===== src/rtl/control_sequencer.sv =====
// Control sequencer for the 12-bit microcontroller: owns LOAD/FETCH/DECODE/EXECUTE/HALT
// sequencing and decodes the instruction into datapath enables, selects and ALU mode.
module control_sequencer #(
  parameter int INSTR_W    = 12,
  parameter int ALU_MODE_W = 4,
  parameter int FLAG_W     = 4,
  parameter int PROG_DEPTH = 256,
  parameter int MAX_WAIT   = 15,
  localparam int ADDR_W    = $clog2(PROG_DEPTH)
) (
  input  logic                  clk,
  input  logic                  rst_n,
  input  logic                  Start,
  input  logic [INSTR_W-1:0]    Instr_Reg,
  input  logic [FLAG_W-1:0]     Status_Reg,
  input  logic                  DataMem_Ready,
  input  logic                  Resume,
  output logic                  ProgCounter_En,
  output logic                  Acc_En,
  output logic                  StatusReg_En,
  output logic                  InstrReg_En,
  output logic                  ProgMem_En,
  output logic                  ProgMemLoad_En,
  output logic                  DataMemWrite_En,
  output logic                  ALU_En,
  output logic                  MUX1_Sel,
  output logic                  MUX2_Sel,
  output logic                  DataMem_En,
  output logic                  DataReg_En,
  output logic [ALU_MODE_W-1:0] ALU_Mode,
  output logic [ADDR_W-1:0]     Load_Addr,
  output logic [2:0]            State,
  output logic                  Halted,
  output logic                  Mem_Error
);

  localparam int T      = INSTR_W - 1;
  localparam int WAIT_W = $clog2(MAX_WAIT + 1);

  typedef enum logic [2:0] {
    S_IDLE    = 3'b000,
    S_LOAD    = 3'b001,
    S_FETCH   = 3'b010,
    S_DECODE  = 3'b011,
    S_EXECUTE = 3'b100,
    S_HALT    = 3'b101
  } state_t;

  state_t            cur_state;
  logic [WAIT_W-1:0] wait_cnt;
  logic [3:0]        flags;
  logic              is_itype;
  logic              is_jump;
  logic              is_mtype;
  logic              is_halt;
  logic              unused_instr;

  assign is_itype     = Instr_Reg[T];
  assign is_jump      = (Instr_Reg[T:T-1] == 2'b01);
  assign is_mtype     = (Instr_Reg[T:T-2] == 3'b001);
  assign is_halt      = (Instr_Reg[T:T-3] == 4'b0001);
  assign flags        = 4'(Status_Reg);
  assign unused_instr = ^Instr_Reg;
  assign State        = cur_state;

  always_ff @(posedge clk or negedge rst_n) begin
    if (!rst_n) begin
      cur_state <= S_IDLE;
      Load_Addr <= '0;
      wait_cnt  <= '0;
      Mem_Error <= 1'b0;
    end else begin
      case (cur_state)
        S_IDLE: if (Start) cur_state <= S_LOAD;
        S_LOAD: begin
          if (Load_Addr == ADDR_W'(PROG_DEPTH - 1)) begin
            Load_Addr <= '0;
            cur_state <= S_FETCH;
          end else begin
            Load_Addr <= Load_Addr + ADDR_W'(1);
          end
        end
        S_FETCH: cur_state <= S_DECODE;
        S_DECODE: begin
          // Ready takes priority over a timeout landing in the same cycle
          if (is_mtype && !DataMem_Ready) begin
            if (wait_cnt == WAIT_W'(MAX_WAIT - 1)) begin
              wait_cnt  <= '0;
              Mem_Error <= 1'b1;
              cur_state <= S_HALT;
            end else begin
              wait_cnt <= wait_cnt + WAIT_W'(1);
            end
          end else begin
            wait_cnt  <= '0;
            cur_state <= S_EXECUTE;
          end
        end
        S_EXECUTE: cur_state <= is_halt ? S_HALT : S_FETCH;
        S_HALT:    if (Resume) cur_state <= S_FETCH;
        default:   cur_state <= S_IDLE;
      endcase
    end
  end

  always_comb begin
    ProgCounter_En  = 1'b0;
    Acc_En          = 1'b0;
    StatusReg_En    = 1'b0;
    InstrReg_En     = 1'b0;
    ProgMem_En      = 1'b0;
    ProgMemLoad_En  = 1'b0;
    DataMemWrite_En = 1'b0;
    ALU_En          = 1'b0;
    MUX1_Sel        = 1'b0;
    MUX2_Sel        = 1'b0;
    DataMem_En      = 1'b0;
    DataReg_En      = 1'b0;
    ALU_Mode        = '0;
    Halted          = 1'b0;
    case (cur_state)
      S_LOAD: begin
        ProgMemLoad_En = 1'b1;
        ProgMem_En     = 1'b1;
      end
      S_FETCH: begin
        InstrReg_En = 1'b1;
        ProgMem_En  = 1'b1;
      end
      S_DECODE: begin
        DataMem_En = is_mtype;
        DataReg_En = is_mtype;
      end
      S_EXECUTE: begin
        if (is_itype) begin
          ProgCounter_En = 1'b1;
          Acc_En         = 1'b1;
          StatusReg_En   = 1'b1;
          ALU_En         = 1'b1;
          MUX1_Sel       = 1'b1;
          ALU_Mode       = ALU_MODE_W'(Instr_Reg[T-1:T-3]);
        end else if (is_jump) begin
          // A set flag selects the sequential PC, a clear flag the jump target
          ProgCounter_En = 1'b1;
          MUX1_Sel       = flags[Instr_Reg[T-2:T-3]];
        end else if (is_mtype) begin
          ProgCounter_En  = 1'b1;
          StatusReg_En    = 1'b1;
          ALU_En          = 1'b1;
          MUX1_Sel        = 1'b1;
          MUX2_Sel        = 1'b1;
          Acc_En          = Instr_Reg[T-3];
          DataMem_En      = !Instr_Reg[T-3];
          DataReg_En      = !Instr_Reg[T-3];
          DataMemWrite_En = !Instr_Reg[T-3];
          ALU_Mode        = Instr_Reg[T-4 -: ALU_MODE_W];
        end else if (!is_halt) begin
          ProgCounter_En = 1'b1;
          MUX1_Sel       = 1'b1;
        end
      end
      S_HALT: begin
        Halted         = 1'b1;
        ProgCounter_En = Resume;
        MUX1_Sel       = Resume;
      end
      default: ;
    endcase
  end

endmodule


===== config.mk =====
export PLATFORM = sky130hd
export DESIGN_NAME = control_sequencer
export DESIGN_NICKNAME = d
export VERILOG_FILES = /design/src/rtl/control_sequencer.sv
export SDC_FILE = /design/constraint.sdc
export NUM_CORES = 1
export LEC_CHECK = 0
export BUFFER_PORTS_ARGS = -buffer_cell sky130_fd_sc_hd__clkbuf_2
export CORE_MARGIN = 2
export CORE_UTILIZATION = 45
export DETAILED_ROUTE_END_ITERATION = 8
export HOLD_SLACK_MARGIN = 0.15
export PLACE_DENSITY = 0.78
export SYNTH_ARGS = -nofsm -noshare
export SYNTH_HDL_FRONTEND = slang
export SYNTH_SLANG_ARGS = --single-unit

===== constraint.sdc =====
create_clock -name clk -period 1.7 [get_ports clk]
set_input_delay 0 -clock clk [delete_from_list [all_inputs] [get_ports clk]]
set_output_delay 0 -clock clk [all_outputs]
set_load 0.1 [all_outputs]

==> flow_metrics.env, run 1 <==
export IMPL_critPathKind="reg2out"
export IMPL_p_leak_nw=0.8230
export IMPL_grt_pass1_vias=1073
export IMPL_placed_cells=193
export IMPL_vdd_drop_max_mv=2.372
export IMPL_fin_crit_ns=1.673
export IMPL_dieHeight_um=52.27
export IMPL_status="complete, no violations"
export IMPL_ioPinCount=50
export IMPL_synth_seq_cells=16
export IMPL_power_net_switching_mw=2.212
export IMPL_synth_top_area_cell="dfrtp_1"
export IMPL_fin_skew_ns=0.0009224
export IMPL_dieArea_sq_um=2732
export IMPL_synth_area_leaders="dfrtp_1 (38%), nand2_1 (5.0%), nor2_1 (5.0%), o21ai_0 (4.8%), ha_1 (3.6%)"
export IMPL_yosys_top_cells_count="dfrtp_1 (16), nand2_1 (14), nor2_1 (14), o21ai_0 (10), nand3_1 (5)"
export IMPL_fillers=128
export IMPL_synth_edf_count=0
export IMPL_worstReg2RegStart="State[0]$_DFFE_PN0P_"
export IMPL_insertedDiodeCount=0
export IMPL_max_slew_margin_rel_pct=59.14
export IMPL_cts_root_buf="clkbuf_4"
export IMPL_cts_max_path_buffers=2
export IMPL_seq_area_frac_synth_pct=38.19
export IMPL_critical_path_top_delay_family="flip-flops"
export IMPL_floorplan_initialDensity_pct=47.40
export IMPL_numPortBuffers=45
export IMPL_grt_overflow_total=0
export IMPL_yosysMostFrequentCell="dfrtp_1"
export IMPL_place_gp_congestion=0.7582
export IMPL_power_density_nw_per_um2=2061
export IMPL_die_x_um=52.27
export IMPL_drt_pass1_iterations=4
export IMPL_vias_per_cell=5.461
export IMPL_reg2reg_depth=5
export IMPL_cts_tree="built"
export IMPL_sequentialPowerShare_pct=18.2
export IMPL_timing_final_crit_share_pct=98.39
export IMPL_final_util_pct=81.50
export IMPL_max_slew_worst_pin_slew_ns=0.6115
export IMPL_rows=17
export IMPL_grt_max_degree=17
export IMPL_grt_pass1_wl_um=4657
export IMPL_path_clk_slew_ns=0.09
export IMPL_drive_gt1_share_pct=58.43
export IMPL_reg2reg_slack_ns=0.05
export IMPL_post_synth_top_area_fraction_pct=38.19
export IMPL_power_mw=3.717
export IMPL_endpoint_kind="primary output"
export IMPL_htree_num_levels=1
export IMPL_synth_ff_type="dfrtp_1"
export IMPL_critPathSlowestCell="dfrtp_4"
export IMPL_setup_violations=0
export IMPL_drtAntennaViolNets=0
export IMPL_critPathMaxFanout=5
export IMPL_setup_tns_ns=0
export IMPL_clk_insertion_delay_late_ns=0.29
export IMPL_synth_avg_cell_area_sq_um=8.962
export IMPL_cts_buffers=3
export IMPL_vias=1125
export IMPL_reg2reg_to="State[0]$_DFFE_PN0P_"
export IMPL_crit_chain="buf_6, nand3b_1, clkinvlp_4, nand2_2, o21ai_2, buf_12"
export IMPL_cts_sinks=16
export IMPL_max_stage_delay_ns=0.52
export IMPL_synth_cells=117
export IMPL_instances_no_fill=206
export IMPL_antenna_found_initial=0
export IMPL_hp_class="in2async"
export IMPL_comb_power_share_pct=75.0
export IMPL_hold_viol=0
export IMPL_core_sq_um=2212
export IMPL_syn_area_sq_um=1049
export IMPL_routed_wl_um=2938
export IMPL_drc=0
export IMPL_start_kind="flip-flop"
export IMPL_switching_share_pct=59.51
export IMPL_syn_to_final_growth_pct=71.96
export IMPL_worstPathRequired_ns=1.70
export IMPL_rsz0062_at_grt="true"
export IMPL_p_int_mw=1.505
export IMPL_cap_violations=0
export IMPL_async_reset_ff_share_pct=100.0
export IMPL_ys_warn_count=0
export IMPL_path_buf_inv=3
export IMPL_grt_usage_pct=22.75
export IMPL_hpwl_um=2144
export IMPL_power_share_clock_pct=6.8
export IMPL_first_iter_violations=29
export IMPL_nets=203
export IMPL_clock_fmax_mhz=597.8
export IMPL_cp_num_cells=6
export IMPL_crit_arrival_ns=1.67
export IMPL_hold_slack_ns=0.1720
export IMPL_syn_nets=141
export IMPL_final_max_slew_violation_count=0
export IMPL_wl_per_cell_um=14.26
export IMPL_ys_types=40
[logic make-up (layout without fill, tap and decap cells)]
kind of cell | after synthesis | in the layout | share of synthesized area [%]
AOI/OAI and AO/OA | 26 | 26 | 17.18
xor gates and xnor gates | 5 | 5 | 4.177
adders and majority gates | 3 | 3 | 3.580
buffers and inverters | 10 | 71 | 5.845
DFF | 16 | 16 | 38.19
muxes | 2 | 2 | 3.222
and+or+nand+nor | 55 | 55 | 27.80
[worst reg2reg max path: cells and delay by family, from the launching register on]
kind / cells / cell delay [ns]
flip-flops: 1 / 0.51
buffers and inverters: 1 / 0.16
AO/OA/AOI/OAI: 2 / 0.20
AND/OR/NAND/NOR: 2 / 0.67
[state kept, by name, summed over array words and instances (netlist names)]
| name | count |
|---|---|
| Load_Addr | 8 |
| wait_cnt | 4 |
| State | 3 |
| Mem_Error | 1 |
[per-layer routing]
layer	vias to the layer above	track usage, %	routed length (um)	part of all wire (%)
met5	-	0	0	0
met4	0	7.265	74	2.5
met3	8	3.429	92	3.1
met2	25	38.61	1525	52
met1	552	29.74	1247	42
li1	540	-	-	-
[worst max path at each step]
stage / startpoint / to / slack [ns]
finish: State[1]$_DFFE_PN0P_ / MUX1_Sel / 0.03
global route: State[0]$_DFFE_PN0P_ / MUX1_Sel / -0.05
CTS: State[1]$_DFFE_PN0P_ / MUX1_Sel / 0.006
detailed placement: State[1]$_DFFE_PN0P_ / Load_Addr[5]$_DFFE_PN0P_ / 0.06
global placement: State[1]$_DFFE_PN0P_ / Load_Addr[5]$_DFFE_PN0P_ / 0.09
floorplan: State[0]$_DFFE_PN0P_ / DataReg_En / -0.36
[power by group through the flow]
stage | registers [mW] | logic, mW | clock network, mW
detailed placement | 0.691 | 2.62 | 0
global placement | 0.679 | 2.57 | 0
finish | 0.677 | 2.79 | 0.252
global route | 0.698 | 2.91 | 0.278
CTS | 0.672 | 2.71 | 0.257
floorplan | 1.33 | 1.44 | 0
[timing repair]
action	CTS	global route
hold endpoints to repair	22	0
pin swaps	4	2
setup endpoints to repair	3	16
hold buffers	3	0
gates resized for setup	1	13
setup buffers	5	1
[cell type report]
type,instances,area (sq um),share of cell area [%]
clock buffers,4,36.28,2.012
inverters,4,35.03,1.943
multi-input cells,91,718.2,39.83
flip-flops and latches,16,417.9,23.18
well taps,28,35.03,1.943
repair buffers,63,560.5,31.09
[layout by cell type, fill, tap and decap left out, types with 3 or more instances in the layout]
cell type	instances
ha_1	3
clkbuf_4	3
buf_12	9
nor2_2	5
nand2_1	8
buf_4	13
dfrtp_1	8
dlygate4sd3_1	3
buf_6	10
o21ai_0	5
xor2_1	3
nor2_1	4
dfrtp_2	5
nor2_4	5
dfrtp_4	3
a22oi_1	3
nand3_1	4
clkbuf_2	28
nand2_2	3
o21ai_1	3
o21a_1	3
nand2_4	4
[per-stage QoR]
| step | setup WS (ns) | cell area, sq um |
|---|---|---|
| final | 0.02733 | 1803 |
| after global routing | -0.05344 | 1803 |
| after CTS | 0.005888 | 1750 |
| after detailed placement | 0.06233 | 1632 |
| after global placement | 0.08592 | 1632 |
| after floorplan | -0.3629 | 1260 |
(Power assumes the default switching activity.)
==> inputs of run 2 (changes only) <==
--- a/config.mk
+++ b/config.mk
@@ -10,7 +10,7 @@
 export CORE_UTILIZATION = 45
 export DETAILED_ROUTE_END_ITERATION = 8
 export HOLD_SLACK_MARGIN = 0.15
-export PLACE_DENSITY = 0.78
+export PLACE_DENSITY = 0.85
 export SYNTH_ARGS = -nofsm -noshare
 export SYNTH_HDL_FRONTEND = slang
 export SYNTH_SLANG_ARGS = --single-unit
==> run 2 against run 1 <==
  * The flow now finishes with violations (negative setup slack)
  * Register-to-register slack lost 0.07 ns
  * Clock power about the same
  * Fmax is 2.5% lower
  * Clock-buffer cell count unchanged
  * Critical path depth rose by 1
  * Highest routed layer unchanged
  * Combinational power is 1% higher
==> flow_metrics.env, run 2 (same netlist as run 1, synthesis figures left out) <==
export IMPL_post_place_ws_ns=0.01674
export IMPL_grt_use_met2_pct=44.73
export IMPL_wl_per_cell_um=16.90
export IMPL_hp_class="in2async"
export IMPL_clock_fmax_mhz=582.7
export IMPL_fin_skew_ns=0.007456
export IMPL_reg2reg_slack_ns=-0.02
export IMPL_dieArea_sq_um=2732
export IMPL_cap_violations=0
export IMPL_vias_per_cell=5.743
export IMPL_drtAntennaViolNets=0
export IMPL_max_slew_worst_pin_slew_ns=0.6363
export IMPL_timing_final_crit_share_pct=101.0
export IMPL_max_slew_margin_rel_pct=57.49
export IMPL_drive_gt1_share_pct=57.87
export IMPL_syn_to_final_growth_pct=75.30
export IMPL_routed_wl_um=3482
export IMPL_largest_register="Load_Addr"
export IMPL_numPortBuffers=45
export IMPL_power_mw=3.769
export IMPL_start_kind="flip-flop"
export IMPL_dieHeight_um=52.27
export IMPL_largest_register_ffs=8
export IMPL_rows=17
export IMPL_final_util_pct=83.09
export IMPL_final_common_cell="clkbuf_2"
export IMPL_critPathKind="reg2reg"
export IMPL_critPathSlowestCell="dfrtp_4"
export IMPL_hpwl_um=2222
export IMPL_max_stage_delay_ns=0.50
export IMPL_core_sq_um=2212
export IMPL_final_max_slew_violation_count=0
export IMPL_grt_pass1_wl_um=4850
export IMPL_ioPinCount=50
export IMPL_p_leak_nw=0.8264
export IMPL_grt_max_degree=17
export IMPL_rsz0062_at_grt="true"
export IMPL_cts_root_buf="clkbuf_4"
export IMPL_hold_viol=0
export IMPL_vias=1183
export IMPL_antenna_found_initial=0
export IMPL_die_x_um=52.27
export IMPL_cts_sinks=16
export IMPL_hold_slack_ns=0.1595
export IMPL_grt_util_met3_pct=4.286
export IMPL_nets=203
export IMPL_grt_usage_pct=23.82
export IMPL_critPathMaxFanout=7
export IMPL_endpoint_kind="flip-flop"
export IMPL_setup_violations=1
export IMPL_drt_pass1_iterations=4
export IMPL_floorplan_initialDensity_pct=47.40
export IMPL_grt_busiest_layer="met2"
export IMPL_crit_arrival_ns=1.92
export IMPL_grt_overflow_total=0
export IMPL_grt_pass1_vias=1092
export IMPL_violations="negative setup slack"
export IMPL_worstReg2RegStart="State[0]$_DFFE_PN0P_"
export IMPL_crit_chain="buf_4, or3b_1, buf_6, inv_16, o21a_1, or2_1, o31ai_1"
export IMPL_mostFrequentLayoutCells="clkbuf_2 (28), buf_4 (14), buf_12 (11)"
export IMPL_path_clk_slew_ns=0.10
export IMPL_status="finished with violations"
export IMPL_worstPathRequired_ns=1.90
export IMPL_setup_tns_ns=-0.01628
export IMPL_cts_max_path_buffers=2
export IMPL_reg2reg_to="State[0]$_DFFE_PN0P_"
export IMPL_power_density_nw_per_um2=2051
export IMPL_reg2reg_depth=7
export IMPL_cts_tree="built"
export IMPL_clk_insertion_delay_late_ns=0.29
export IMPL_fin_crit_ns=1.716
export IMPL_place_gp_congestion=0.8082
export IMPL_critical_path_top_delay_family="flip-flops"
export IMPL_grtUsageMet1_pct=28.73
export IMPL_htree_num_levels=1
export IMPL_drc=0
export IMPL_cts_buffers=3
export IMPL_first_iter_violations=37
export IMPL_insertedDiodeCount=0
export IMPL_vdd_drop_max_mv=1.638
export IMPL_setup_slack_ns=-0.01628
export IMPL_path_buf_inv=3
run 2: cell counts in the layout (fill, tap and decap cells not counted):
Identical to the previous run, type by type.
run 2: worst max-delay path by stage:
stage	from	to	cells after the start
6_report	State[0]$_DFFE_PN0P_	State[0]$_DFFE_PN0P_	7
5_1_grt	State[0]$_DFFE_PN0P_	State[0]$_DFFE_PN0P_	7
4_1_cts	State[0]$_DFFE_PN0P_	MUX1_Sel	6
3_5_place_dp	State[2]$_DFFE_PN0P_	Load_Addr[7]$_DFFE_PN0P_	5
3_3_place_gp	State[2]$_DFFE_PN0P_	Load_Addr[5]$_DFFE_PN0P_	6
2_1_floorplan	State[0]$_DFFE_PN0P_	DataReg_En	6
run 2: cell type report:
cell class	instances	area (sq um)
sequential	16	417.9
fill	129	374.1
multi-input combinational	91	728.2
tap	28	35.03
clock buffer	4	36.28
inverter	4	35.03
timing repair buffer	63	585.6
run 2: repair_timing:
action / 4_1_cts / 5_1_grt
hold buffers: 3 / 0
pin swaps: 5 / 5
setup endpoints to repair: 3 / 15
hold endpoints to repair: 19 / 0
gates resized for setup: 3 / 19
setup buffers: 6 / 2
run 2: stage by stage:
step	cell area, sq um	std cells
after floorplan	1260	117
after global placement	1629	191
after detailed placement	1629	191
after CTS	1750	204
after global routing	1838	206
final	1838	206
run 2: report_power, final:
group	total (mW)	switching [mW]	leakage [nW]	internal, mW
clock network	0.253	0.122	0.0210	0.131
registers	0.685	0.154	0.201	0.531
logic	2.83	1.99	0.605	0.845
run 2: layer usage:
metal	share of wire, %	vias up
met5	0	-
met4	2.5	0
met3	4.9	10
met2	56	45
met1	37	584
li1	-	544
run 2: worst reg2reg max path, stage by stage (launching register included):
cell	delay [ns]
dfrtp_4	0.50
buf_4	0.15
or3b_1	0.17
buf_6	0.18
inv_16	0.06
o21a_1	0.12
or2_1	0.25
o31ai_1	0.20
